--- config.mk ---
export PLATFORM = sky130hd
export DESIGN_NAME = serial_add_ctrl
export DESIGN_NICKNAME = d
export VERILOG_FILES = /design/src/rtl/serial_add_ctrl.sv
export SDC_FILE = /design/constraint.sdc
export NUM_CORES = 1
export LEC_CHECK = 0
export BUFFER_PORTS_ARGS = -buffer_cell sky130_fd_sc_hd__buf_2
export CAP_MARGIN = 40
export CELL_PAD_IN_SITES_DETAIL_PLACEMENT = 1
export CELL_PAD_IN_SITES_GLOBAL_PLACEMENT = 1
export CORE_MARGIN = 2
export CORE_UTILIZATION = 43
export DETAILED_ROUTE_END_ITERATION = 6
export GPL_TIMING_DRIVEN = 0
export PLACE_DENSITY = 0.85
export SYNTH_ARGS = -nofsm -noshare
export SYNTH_HDL_FRONTEND = slang
export SYNTH_SLANG_ARGS = --single-unit
--- constraint.sdc ---
create_clock -name clk -period 2.3 [get_ports clk]
set_clock_uncertainty 0.15 [all_clocks]
set_input_delay 0.46 -clock clk [delete_from_list [all_inputs] [get_ports clk]]
set_output_delay 0.46 -clock clk [all_outputs]
set_load 0.02 [all_outputs]
--- src/rtl/serial_add_ctrl.sv ---
// serial_add_ctrl: bit-serial adder controller driving a shared 1-bit full adder; define SERIAL_ADD_SUB_EN for subtract
module serial_add_ctrl #(
  parameter int WIDTH = 4
) (
  input  logic             clk,
  input  logic             rst,
  input  logic             start,
  input  logic [WIDTH-1:0] a,
  input  logic [WIDTH-1:0] b,
  input  logic             cin,
`ifdef SERIAL_ADD_SUB_EN
  input  logic             sub,
`endif
  output logic             busy,
  output logic             done,
  output logic [WIDTH-1:0] sum,
  output logic             cout,
  output logic             fa_x,
  output logic             fa_y,
  output logic             fa_cin,
  input  logic             fa_s,
  input  logic             fa_cout
);
  localparam int CW = (WIDTH > 1) ? $clog2(WIDTH) : 1;
  typedef enum logic [1:0] {IDLE, RUN, DONE} state_t;
  state_t           state_q;
  logic [WIDTH-1:0] a_q, b_q, sum_q, b_d;
  logic [CW-1:0]    cnt_q;
  logic             carry_q, cout_q, busy_q, done_q, carry_d, run, last;
`ifdef SERIAL_ADD_SUB_EN
  assign b_d     = sub ? ~b : b;
  assign carry_d = sub | cin;
`else
  assign b_d     = b;
  assign carry_d = cin;
`endif
  assign run    = state_q == RUN;
  assign last   = cnt_q == CW'(WIDTH - 1);
  assign fa_x   = run & a_q[0];
  assign fa_y   = run & b_q[0];
  assign fa_cin = run & carry_q;
  assign busy   = busy_q;
  assign done   = done_q;
  assign sum    = sum_q;
  assign cout   = cout_q;
  always_ff @(posedge clk or posedge rst) begin
    if (rst) begin
      state_q <= IDLE;
      a_q     <= '0;
      b_q     <= '0;
      sum_q   <= '0;
      cnt_q   <= '0;
      carry_q <= 1'b0;
      cout_q  <= 1'b0;
      busy_q  <= 1'b0;
      done_q  <= 1'b0;
    end else begin
      case (state_q)
        IDLE: if (start) begin
          a_q     <= a;
          b_q     <= b_d;
          carry_q <= carry_d;
          cnt_q   <= '0;
          sum_q   <= '0;
          cout_q  <= 1'b0;
          busy_q  <= 1'b1;
          state_q <= RUN;
        end
        RUN: begin
          sum_q   <= {fa_s, sum_q[WIDTH-1:1]};
          carry_q <= fa_cout;
          a_q     <= a_q >> 1;
          b_q     <= b_q >> 1;
          cnt_q   <= last ? '0 : cnt_q + 1'b1;
          if (last) begin
            cout_q  <= fa_cout;
            done_q  <= 1'b1;
            state_q <= DONE;
          end
        end
        DONE: begin
          busy_q  <= 1'b0;
          done_q  <= 1'b0;
          state_q <= IDLE;
        end
        default: state_q <= IDLE;
      endcase
    end
  end
endmodule

==> summary.md <==
| Metric | Value |
|---|---|
| Hold Crit Class | in -> async |
| DP Area | approximately 1100 um2 |
| Switching Power | 0.6669 mW |
| Setup Fix Bufs, Post-CTS | 0 |
| Power per standard cell area | 1446 nW/um2 |
| CTS root buf | clkbuf_4 |
| CTS Hold Bufs | 0 |
| Setup violators final | 0 |
| Crit Path Class | reg -> out |
| Clk sinks | 20 |
| Antenna cells | 0 |
| Routed len/inst | ~16 um |
| Reg2reg end | b_q[3]$_DFFE_PP0P_ |
| H-Tree Depth | 1 |
| Async set-or-reset flop fraction in the synthesized netlist | between 90% and 100% |
| Final #Nets | ~130 |
| Status | finished clean |
| Syn_area_per_cell | around 12 um2 |
| Full die area | roughly 2700 um2 |
| Fin. max-slew vios | 0 |
| Clock share of power | about 17% |
| Area occupied by multi-input gates | a little under 400 um2 |
| Post-CTS Resized | 0 |
| WP data required | between 1.5 and 2 ns |
| WHS | around 0.13 ns |
| Clk_lat worst skew | around 0.30 ns |
| Area Overhead vs Synth | 20.05% |
| YS warnings | 0 |
| Logic pwr share | roughly 49% |
| GR Layer Usage met3 | 2.011% |
| Finished Core Util | a little over half |
| P_leak | 0.5853 nW |
| R2R setup slack | 0.90 ns |
| First-pass DRT Iterations | 4 |
| Reg clk slew, reported paths | about 0.12 ns |
| DRT antenna net count | 0 |
| Layout cell share with drive strength beyond 1 | 37.61% |
| Internal power | 1.045 mW |
| DR vias/cell | approximately 5.4 |
| Clock tree buffer depth | 2 |
| Tcrit/Tclk final | a little over nine tenths |
| Num CTS Buffers | 3 |
| Total GRT Usage | roughly 18% |
| CTS tree | built |
| Final Power | ~1.7 mW |
| Fmax | roughly 460 MHz |
| Met2 Usage GRT | between 20% and 30% |
| Drt drc | 0 |
| Worst-margin pin slew | between 0.7 and 0.8 ns |
| Post-synth EDFFs | 0 |
| Initial antenna violation count | 0 |
| Largest net degree at the start of global routing | 21 |
| Initial Util | a little under half |
| Crit path max fanout | 10 |
| Via Count | approximately 740 |
| Unique cell type count in the Yosys netlist | 24 |
| Global route overflow | 0 |
| Post-DP HPWL | ~1600 um |
| Design area | 1184 um2 |
| Worst Setup End Kind | output port |
| FF/Latch Area | 500.5 um2 |
| Setup TNS | 0 ns |
| I/O Buffers | 22 |
| CORE AREA | between 2000 and 2500 um2 |
| Max-slew headroom | 48.58% |
| Layer with the highest usage | met2 |
| M1 GR Usage | approximately a quarter |
| Height of the die | 51.89 um |
| #FFs+latches synth | 20 |
| Die W | slightly above 50 um |
| CP arrival | between 1.5 and 2 ns |
| Net Count, Synth | 98 |
| Peak supply drop | just over 0.7 mV |
| Period minus WS final | about 2.2 ns |
| Iter 0 DRT Violations | 19 |
| Maxcap violations | 0 |
| Row Count | 17 |
| IO Pins | 24 |
| CP Launch Type | register |
| Worst reg2reg path depth | 4 |
| Sequential share of the synthesized area | ~50% |
| Switching share of power | 38.97% |
| Area of the mapped netlist | ~990 um2 |
| Flop pwr share | 34.3% |
| Total Wirelength | ~2100 um |
| Number of global-route vias before repair | ~750 |
| Worst r2r src | state_q[1]$_DFFE_PP0P_ |
| Global-route wire length before repair | between 3000 and 4000 um |
| Fillers | around 250 |
| Placer congestion estimate | approximately 0.75 |
| RSZ-0062 raised after global routing | no |
| Final Hold Viols | 0 |
| Post-Syn Instances | 83 |
| Predominant post-synthesis flop cell | dfrtp_1 |
-- worst max-delay path by stage --
stage,from,endpoint,slack [ns],cells past startpoint
after floorplan,state_q[1]$_DFFE_PP0P_,fa_cin,0.61,4
after global placement,state_q[1]$_DFFE_PP0P_,fa_x,0.46,5
after detailed placement,state_q[1]$_DFFE_PP0P_,fa_x,0.45,5
after CTS,state_q[1]$_DFFE_PP0P_,fa_x,0.09,5
after global routing,state_q[1]$_DFFE_PP0P_,fa_x,0.004,5
final,state_q[1]$_DFFE_PP0P_,fa_x,0.12,5
-- sequential cells by signal (all words and copies together) (netlist names) --
name / cells
state_q: 2
sum: 4
cout: 1
done: 1
a_q: 4
carry_q: 1
busy: 1
b_q: 4
cnt_q: 2
-- cell families (layout without fill, tap and decap cells) --
kind of cell	after synthesis	count (layout)	synth area share (%)
DFF	20	20	50.76
buffers and inverters	17	43	9.390
adders and majority gates	1	1	1.269
and+or+nand+nor	24	24	18.40
AOI/OAI and AO/OA	21	21	20.18
-- Yosys cell counts (2+ instances only) --
library cell	number	share of area, %
and2_1	5	3.2
nand2b_1	2	1.3
nor4b_2	2	3.0
a21oi_1	3	1.5
a22o_1	8	7.1
a221oi_2	3	4.6
inv_1	10	3.8
nor4b_1	5	4.4
buf_6	2	2.3
dfrtp_1	20	51
a221oi_1	4	3.6
buf_4	3	2.3
nor2_1	5	1.9
-- metrics by stage --
stage,worst slack [ns],cells
floorplan,0.6139,83
global placement,0.4634,133
detailed placement,0.4462,133
CTS,0.09218,137
global route,0.004087,137
finish,0.1158,137
-- cell type report --
type	count	area share (%)
inverters	10	3.171
clock buffers	3	1.903
multi-input cells	46	33.19
well taps	28	2.960
flip-flops and latches	20	42.28
plain buffers	7	4.651
clock inverters	1	2.537
repair buffers	22	9.302
-- placed cells by master (no fill, tap or decap), types with 2 or more instances in the layout --
master and n:
nor4b_1 5, a221oi_1 4, and2_1 5, buf_4 3, a221oi_2 3, inv_1 10
clkbuf_4 3, buf_6 2, buf_2 23, nor4b_2 2, a22o_1 8, dfrtp_1 20
a21oi_1 3, nor2_1 5, nand2b_1 2
-- critical path, stage by stage (launching register included) --
cell,delay (ns)
dfrtp_1,0.39
buf_6,0.14
nor2b_4,0.19
buf_2,0.25
and2_1,0.15
buf_2,0.16
-- power groups by stage --
| stage | logic (mW) | clock network [mW] | registers, mW |
|---|---|---|---|
| 5_1_grt | 0.926 | 0.304 | 0.609 |
| 3_3_place_gp | 0.810 | 0 | 0.585 |
| 2_1_floorplan | 0.572 | 0 | 0.638 |
| 6_report | 0.839 | 0.285 | 0.587 |
| 4_1_cts | 0.852 | 0.295 | 0.588 |
| 3_5_place_dp | 0.849 | 0 | 0.595 |
-- routing by layer --
metal  routed length, um  vias to the layer above
li1                    -                      349
met1                 945                      372
met2                1107                       13
met3                  66                        2
met4                   6                        0
met5                   0                        -
Note: power is estimated with default switching activity, not from simulation.
